--- config.mk ---
export PLATFORM = sky130hd
export DESIGN_NAME = quad_decoder
export DESIGN_NICKNAME = d
export VERILOG_FILES = /design/src/rtl/quad_decoder_pkg.sv /design/src/rtl/quad_decoder_glitch_filter.sv /design/src/rtl/quad_decoder.sv
export SDC_FILE = /design/constraint.sdc
export NUM_CORES = 1
export LEC_CHECK = 0
export CAP_MARGIN = 5
export CORE_ASPECT_RATIO = 0.9
export CORE_MARGIN = 1
export CORE_UTILIZATION = 47
export CTS_CLUSTER_DIAMETER = 80
export DETAILED_ROUTE_END_ITERATION = 8
export PLACE_DENSITY = 0.8
export SLEW_MARGIN = 40
export SYNTH_ARGS = -nofsm -noshare
export SYNTH_HDL_FRONTEND = slang
export SYNTH_SLANG_ARGS = --single-unit
export TNS_END_PERCENT = 20
--- constraint.sdc ---
create_clock -name clk -period 2 [get_ports clk]
set_input_delay 0.2 -clock clk [delete_from_list [all_inputs] [get_ports clk]]
set_output_delay 0.2 -clock clk [all_outputs]
set_load 0.05 [all_outputs]
--- src/rtl/quad_decoder_pkg.sv ---
// Shared types and helpers for the quadrature decoder.
// Latency: n/a (constants and pure functions only).
// Backpressure: none.
package quad_decoder_pkg;

    localparam logic DIR_FWD = 1'b1;
    localparam logic DIR_REV = 1'b0;

    localparam logic [1:0] GRAY_00 = 2'b00;
    localparam logic [1:0] GRAY_01 = 2'b01;
    localparam logic [1:0] GRAY_11 = 2'b11;
    localparam logic [1:0] GRAY_10 = 2'b10;

    typedef enum logic [1:0] {
        TR_NONE    = 2'd0,
        TR_FWD     = 2'd1,
        TR_REV     = 2'd2,
        TR_ILLEGAL = 2'd3
    } trans_t;

    // The counter only has to reach FILTER_LEN-1.
    function automatic int filt_cnt_width(input int filter_len);
        return (filter_len < 3) ? 1 : $clog2(filter_len);
    endfunction

    function automatic trans_t classify(input logic [1:0] old_p, input logic [1:0] new_p);
        logic [1:0] fwd_next;
        if (old_p == new_p)
            return TR_NONE;
        if ((old_p ^ new_p) == 2'b11)
            return TR_ILLEGAL;
        case (old_p)
            GRAY_00: fwd_next = GRAY_01;
            GRAY_01: fwd_next = GRAY_11;
            GRAY_11: fwd_next = GRAY_10;
            default: fwd_next = GRAY_00;
        endcase
        return (new_p == fwd_next) ? TR_FWD : TR_REV;
    endfunction

endpackage

--- src/rtl/quad_decoder_glitch_filter.sv ---
// Two-flop synchroniser plus stability filter for the A/B pair, with start-up priming.
// Latency: pair update FILTER_LEN+1 edges after a change reaches stage 1.
// Backpressure: none; upd is a one-cycle pulse carrying old/new pair.
module quad_glitch_filter
    import quad_decoder_pkg::*;
#(
    parameter int FILTER_LEN = 4
) (
    input  logic       clk,
    input  logic       rst,
    input  logic [1:0] din,
    output logic [1:0] pair,
    output logic [1:0] pair_old,
    output logic       upd
);

    localparam int CW = filt_cnt_width(FILTER_LEN);
    localparam logic [CW-1:0] CNT_LAST = CW'(FILTER_LEN - 1);

    logic [1:0]    sync1;
    logic [1:0]    sync2;
    logic [CW-1:0] cnt;
    logic          primed;

    always_ff @(posedge clk or posedge rst) begin
        if (rst) begin
            sync1    <= 2'b00;
            sync2    <= 2'b00;
            cnt      <= '0;
            primed   <= 1'b0;
            pair     <= 2'b00;
            pair_old <= 2'b00;
            upd      <= 1'b0;
        end else begin
            sync1 <= din;
            sync2 <= sync1;
            upd   <= 1'b0;
            if (!primed) begin
                // While priming, pair tracks the previous stage-2 value so a
                // stable run can be measured without reporting anything.
                pair <= sync2;
                if (sync2 == pair) begin
                    if (cnt == CNT_LAST) begin
                        primed <= 1'b1;
                        cnt    <= '0;
                    end else begin
                        cnt <= cnt + 1'b1;
                    end
                end else begin
                    cnt <= '0;
                end
            end else if (sync2 != pair) begin
                if (cnt == CNT_LAST) begin
                    pair     <= sync2;
                    pair_old <= pair;
                    upd      <= 1'b1;
                    cnt      <= '0;
                end else begin
                    cnt <= cnt + 1'b1;
                end
            end else begin
                cnt <= '0;
            end
        end
    end

endmodule

--- src/rtl/quad_decoder.sv ---
// Quadrature decoder: filtered A/B Gray decode into step pulses and a wrapping position count.
// Latency: step/count update FILTER_LEN+2 edges after a clean A/B change is sampled.
// Backpressure: none; step is a one-cycle pulse, err is sticky until err_clr.
module quad_decoder
    import quad_decoder_pkg::*;
#(
    parameter int DATA_WIDTH = 4,
    parameter int FILTER_LEN = 4
) (
    input  logic                  clk,
    input  logic                  rst,
    input  logic                  enc_a,
    input  logic                  enc_b,
    input  logic                  clear,
    input  logic                  err_clr,
    output logic                  step,
    output logic                  direction,
    output logic [DATA_WIDTH-1:0] count,
    output logic                  err
);

    logic [1:0] pair;
    logic [1:0] pair_old;
    logic       upd;
    trans_t     tr;

    quad_glitch_filter #(
        .FILTER_LEN(FILTER_LEN)
    ) u_filter (
        .clk      (clk),
        .rst      (rst),
        .din      ({enc_a, enc_b}),
        .pair     (pair),
        .pair_old (pair_old),
        .upd      (upd)
    );

    assign tr = upd ? classify(pair_old, pair) : TR_NONE;

    always_ff @(posedge clk or posedge rst) begin
        if (rst) begin
            step      <= 1'b0;
            direction <= DIR_REV;
            count     <= '0;
            err       <= 1'b0;
        end else begin
            step <= (tr == TR_FWD) || (tr == TR_REV);
            if (tr == TR_FWD)
                direction <= DIR_FWD;
            else if (tr == TR_REV)
                direction <= DIR_REV;
            // clear wins over a same-cycle step; the step is still reported.
            if (clear)
                count <= '0;
            else if (tr == TR_FWD)
                count <= count + 1'b1;
            else if (tr == TR_REV)
                count <= count - 1'b1;
            err <= (tr == TR_ILLEGAL) || (err && !err_clr);
        end
    end

endmodule

Word-level counts from Yosys, hierarchy flattened
Index checks and enable logic that the tools add are counted. Widths: inputs -> output; s select.

Input port bits: 6. Flip-flop bits (word level): 19. Output and inout port bits: 7. Logic and storage cells: 66.

Add/sub/neg operators: 3. Bitwise gates (word level): 1. Reductions and logical operators: 9. Eq/ne operators: 13. Multiplexer cells: 29.

Operator list (number): $mux 2 (15); $mux 4 (3); $eq 2x2->1 const B (5); $mux 1 (10); $eq 2x2->1 (3); $pmux 2 s3 (1); $add 4x1->4 const B (1); $eq 2x1->1 const B (2); $ne 2x2->1 const B (2); $sub 4x1->4 const B (1); $reduce_and 3->1 (1); $reduce_bool 3->1 (1); $add 2x1->2 const B (1); $logic_not 2->1 (1); $logic_or 1x1->1 (2); $ne 2x2->1 (1); $reduce_and 2->1 (1); $reduce_bool 2->1 (1); $xor 2x2->2 (1); $logic_and 1x1->1 (1); $logic_not 1->1 (1).

Longest topological paths before layout
Gate-level depths: netlist of the first run.

Word-level depth: 15. Depth in mapped cells: 10. Mapped depth without buffers: 9.

By module
Synthesis of the first run repeated with hierarchy kept, for this count alone.

Cells, all modules: 94. Area total of the unflattened synthesis: 1034.7 um2.

By module, submodules not included: quad_decoder (seq. area each 175.2 um2, cells an instance 55, area an instance 519.2 um2, times used 1); quad_glitch_filter (seq. area each 300.3 um2, cells an instance 39, area an instance 515.5 um2, times used 1).

Least setup slack after synthesis of the first run
No wires, ideal clock.

Path kind: reg2reg. Start point: register u_filter.pair[0]. End point: register count[3]. Library setup time: 69 ps. Stages on the path, launching flop included: 11. Required time: 1931 ps. Setup slack: -139 ps. Buffers on the path: 1. Period minus slack after synthesis: 2139 ps. Arrival: 2071 ps. Path through: dfrtp_1 -> buf_2 -> nand2b_1 -> nand3_1 -> o211a_1 -> ha_1 -> inv_1 -> ha_1 -> nand3_1 -> a221o_1 -> nand3_1.

Longest elaborated chain between the ends: 10. Elaborated cells on any way between the ends: 17. Classes of those cells: eq/ne (5); mux (10); bitwise (1); reduce/logical (1).

Ends and longest elaborated chain: start: declaration (RTL line quad_decoder_glitch_filter.sv:12) `output logic [1:0] pair,`; start signal: assignment (RTL line quad_decoder_glitch_filter.sv:41) `pair <= sync2;`; start signal: assignment (RTL line quad_decoder_glitch_filter.sv:54) `pair <= sync2;`; $xor 2x2->2 (RTL line quad_decoder_pkg.sv:30) `if ((old_p ^ new_p) == 2'b11)`; $eq 2x2->1 (RTL line quad_decoder_pkg.sv:30); $mux 1 (2 in series) (RTL line quad_decoder_pkg.sv:30); $mux 2 (RTL line quad_decoder_pkg.sv:32) `case (old_p)`; $mux 2 * (RTL line quad_decoder_pkg.sv:30); $mux 2 * (RTL line quad_decoder.sv:38) `assign tr = upd ? classify(pair_old, pair) : TR_NONE;`; $eq 2x1->1 (RTL line quad_decoder.sv:55) `else if (tr == TR_FWD)`; $mux 4 (RTL line quad_decoder.sv:55); $mux 4 (RTL line quad_decoder.sv:53) `if (clear)`; end signal: assignment (RTL line quad_decoder.sv:56) `count <= count + 1'b1;`; end signal: assignment (RTL line quad_decoder.sv:58) `count <= count - 1'b1;`; end: declaration (RTL line quad_decoder.sv:18) `output logic [DATA_WIDTH-1:0] count,`.

Mark *: on every way between the ends. The rest lies on a longest branch, timed or not. The select of a mux whose other input is x is not followed. A chain may end at the register's enable or synchronous reset.

Final worst setup path of the first run
Same ends and word-level chain as after synthesis.

==> results of run 1 <==
[cell families after synthesis]
logic type	after synthesis	share of synthesized area, %
AND/OR/NAND/NOR	23	13.1
flip-flops	19	48.8
AO/OA/AOI/OAI	18	13.9
buffers and inverters	9	4.37
adder cells (fa/ha/maj)	7	9.77
XOR/XNOR	6	5.40
multiplexers	4	4.63
[cells in the mapped netlist (2+ instances only)]
master,n,area share (%)
nand3_1,3,1.5
nand2b_1,7,4.5
nor2b_1,2,1.3
o211a_1,2,2.1
a21oi_1,2,1.0
o211ai_1,3,2.3
nand2_1,5,1.9
dfrtp_1,19,49
mux2_2,2,2.3
nor2_1,3,1.2
ha_1,6,7.7
o21ai_0,3,1.5
mux2_1,2,2.3
inv_1,7,2.7
xnor2_1,4,3.6
xor2_1,2,1.8
[power by group through the flow]
| stage | combinational, mW | sequential (mW) | clock [mW] |
|---|---|---|---|
| CTS | 0.222 | 0.478 | 0.198 |
| detailed placement | 0.205 | 0.479 | 0 |
| floorplan | 0.176 | 0.467 | 0 |
| global placement | 0.199 | 0.476 | 0 |
| finish | 0.229 | 0.480 | 0.199 |
| global route | 0.254 | 0.487 | 0.212 |
[per-stage QoR]
stage          TNS (ns)  setup slack (ns)
2_1_floorplan         0           0.00870
3_3_place_gp          0            0.0122
5_1_grt          -0.437            -0.189
6_report        -0.0806           -0.0806
4_1_cts         -0.0279           -0.0279
3_5_place_dp    -0.0686           -0.0686
[cell type report]
class / count / area, sq um / share of cell area, %
inverters: 7 / 28.8 / 2.30
repair buffers: 16 / 150 / 12.0
multi-input cells: 58 / 539 / 43.1
clock buffers: 4 / 26.3 / 2.10
well taps: 25 / 31.3 / 2.50
flip-flops and latches: 19 / 477 / 38.1
[cells in the final DEF, fill, tap and decap left out, types with 2 or more instances in the layout]
cell | synthesis | routed
o211ai_1 | 3 | 3
nor2b_1 | 2 | 2
ha_1 | 6 | 3
clkdlybuf4s50_1 | 0 | 12
o211a_1 | 2 | 2
clkbuf_4 | 0 | 3
ha_4 | 0 | 3
dfrtp_1 | 19 | 18
mux2_1 | 2 | 2
buf_4 | 0 | 4
nand2b_1 | 7 | 5
o21ai_0 | 3 | 2
mux2_2 | 2 | 2
nand2_1 | 5 | 4
xor2_1 | 2 | 2
nand2b_4 | 0 | 2
inv_1 | 7 | 6
nor2_1 | 3 | 3
o21ai_1 | 1 | 2
xnor2_1 | 4 | 4
[final timing paths]
path	slack (ns)	start	cells past startpoint	end
worst max register to register	-0.08	u_filter.pair[0]$_DFFE_PP0P_	9	count[3]$_DFFE_PP0P_
worst min register to register	0.36	u_filter.sync1[0]$_DFF_PP0_	0	u_filter.sync2[0]$_DFF_PP0_
min in group clk	0.34	enc_b	1	u_filter.sync1[0]$_DFF_PP0_
max in group asynchronous	1.22	rst	2	u_filter.pair[0]$_DFFE_PP0P_
worst max-delay path	-0.08	u_filter.pair[0]$_DFFE_PP0P_	9	count[3]$_DFFE_PP0P_
worst min-delay path	0.29	rst	2	u_filter.pair[1]$_DFFE_PP0P_
[timing repair]
| item | 4_1_cts | 5_1_grt |
|---|---|---|
| pin swaps | 1 | 8 |
| setup buffers | 2 | 0 |
| setup endpoints to repair | 3 | 3 |
| gates resized for setup | 5 | 6 |
[critical path: cells and delay by family (launching register included)]
family / cells / cell delay (ns)
and+or+nand+nor: 4 / 0.41
AOI/OAI and AO/OA: 2 / 0.60
DFF: 1 / 0.46
adders and majority gates: 2 / 0.51
buffers and inverters: 1 / 0.05
[registers in the layout (all words and copies together), names as in the netlist]
register,flops
u_filter.pair,2
u_filter.sync1,2
u_filter.cnt,2
err,1
u_filter.primed,1
u_filter.pair_old,2
count,4
step,1
direction,1
u_filter.sync2,2
u_filter.upd,1
[per-layer routing]
layer | vias up | wire [um] | track usage, %
met3 | 6 | 60 | 3.03
li1 | 331 | - | -
met2 | 20 | 823 | 25.7
met5 | - | 0 | 0
met1 | 329 | 879 | 22.1
met4 | 0 | 42 | 6.86
==> metrics.csv, run 1 <==
stage,metric,value,unit
min_path,Hold Crit Class,in2async,
worst_setup_path,crit-path cells,nand2b_4 -> nand2_2 -> o211ai_1 -> ha_4 -> inv_4 -> ha_4 -> nand3_4 -> a221o_1 -> nand3_1,
cts,TritonCTS clock tree,built,
placement,PortBufs,12,
timing,worst hold slack,0.288,ns
pwr,Reg power frac,52.9,%
worst_setup_path,startpoint types,flop,
worst_setup_path,critical path's slowest cell,dfrtp_2,
detailed_routing,vias post-DR,686,
cts,clock slew at reported path FFs,0.11,ns
layout,Antenna Cells,0,
synthesis,sequential-to-total area share from yosys stat,48.8,%
global_routing,pin count of the biggest net entering global routing,20,
cts,# hold bufs at CTS,0,
timing,Setup Skew,0.00861,ns
pwr,clock share of power,21.9,%
pwr,Comb power frac,25.3,%
layout,"Core Util, Final",64.8,%
timing,"Setup violations, final",1,
flow_run,max cap viols,0,
cts,worst skew pair latency,0.30,ns
synthesis,Netlist Area Pre-Place,973,sq um
worst_setup_path,CP Data Arrival Time,2.33,ns
pwr,power per cell area,725,mW/mm^2
placement,placer congestion estimate,0.771,
detailed_routing,drt via density,5.32,
worst_setup_path,CP dominant cell by count,ha_4,
synthesis,syn nets,99,
floorplanning,die width,50.0,um
timing,Max Freq,481,MHz
worst_setup_path,Crit Path Max Fanout,7,
floorplanning,Top-Level Pins,13,
layout,fin cells,129,
synthesis,Seq cells post-synth,19,
floorplanning,Die Y,45.2,um
pwr,Internal Power,630,uW
layout,NumNets Final,118,
layout,proportion of layout cells with a drive suffix above 1,23.1,%
synthesis,count of cell types in the netlist,30,
synthesis,top_reg_cell synth,dfrtp_1,
global_routing,first-pass GRT wire length,2640,um
cts,H-tree depth reported by CTS,1,
timing,slew margin rel.,53.6,%
cts,CTS root buf,clkbuf_4,
pwr,total power,908,uW
detailed_routing,Post-Route WL,1810,um
layout,area delta synth->final,28.7,%
worst_setup_path,"Data required, critical path",2.25,ns
cts,TritonCTS Buffers,3,
pwr,leakage,0.561,nW
pwr,net switching power,278,uW
layout,# fillers,147,
floorplanning,Initial Util,50.4,%
pwr,Worst VDD drop,0.514,mV
timing,RSZ-0062 raised after global routing,yes,
run_status,failing checks,setup timing,
synthesis,Avg Synthesized Cell Area,11.3,sq um
floorplanning,Core Box Area,0.00193,sq mm
floorplanning,DIE AREA,0.00226,sq mm
cts,Clock Path Buffers,2,
placement,Final HPWL DP,1220,um
timing,Tcrit/Tclk final,104,%
synthesis,Post-Syn Instances,86,
worst_setup_path,crit path kind,reg2reg,
detailed_routing,Post-DRT Antenna Nets,0,
layout,design area,0.00125,sq mm
worst_setup_path,biggest cell delay along the critical path,0.46,ns
run_status,status,"finished, violations left",
timing,"Hold Vio Cnt, Final",0,
timing,final setup margin,-0.0806,ns
placement,placed instance area,0.00115,sq mm
global_routing,vias in the first global route,633,
global_routing,Total GRT Usage,16.2,%
detailed_routing,total iterations of the first detailed-routing run,4,
detailed_routing,Remaining DRCs,0,
synthesis,Synth async-reset ratio,100,%
cts,CTS Sinks,19,
detailed_routing,Iter 0 DRT Violations,6,
timing,Slew Limit Fails,0,
timing,Tmin final,2.08,ns
placement,DP Cell Count,123,
detailed_routing,Avg WL per Cell,14.0,um
timing,Worst Tran Pin Value,0.695,ns
worst_setup_path,CP endpoint kind,flop,
synthesis,Post-synth EDFFs,0,
global_routing,GR Overflow Total,0,
floorplanning,num rows,15,
global_routing,initial antenna violation count,0,
pwr,switching share of power,30.7,%
synthesis,number of warnings issued by yosys,0,
(Power assumes the default switching activity.)
==> inputs of run 2 (changes only) <==
--- a/config.mk
+++ b/config.mk
@@ -5,7 +5,6 @@
 export SDC_FILE = /design/constraint.sdc
 export NUM_CORES = 1
 export LEC_CHECK = 0
-export CAP_MARGIN = 5
 export CORE_ASPECT_RATIO = 0.9
 export CORE_MARGIN = 1
 export CORE_UTILIZATION = 47
==> results of run 2 <==
Same layout as run 1: the final DEF is identical, and so are final timing and power.
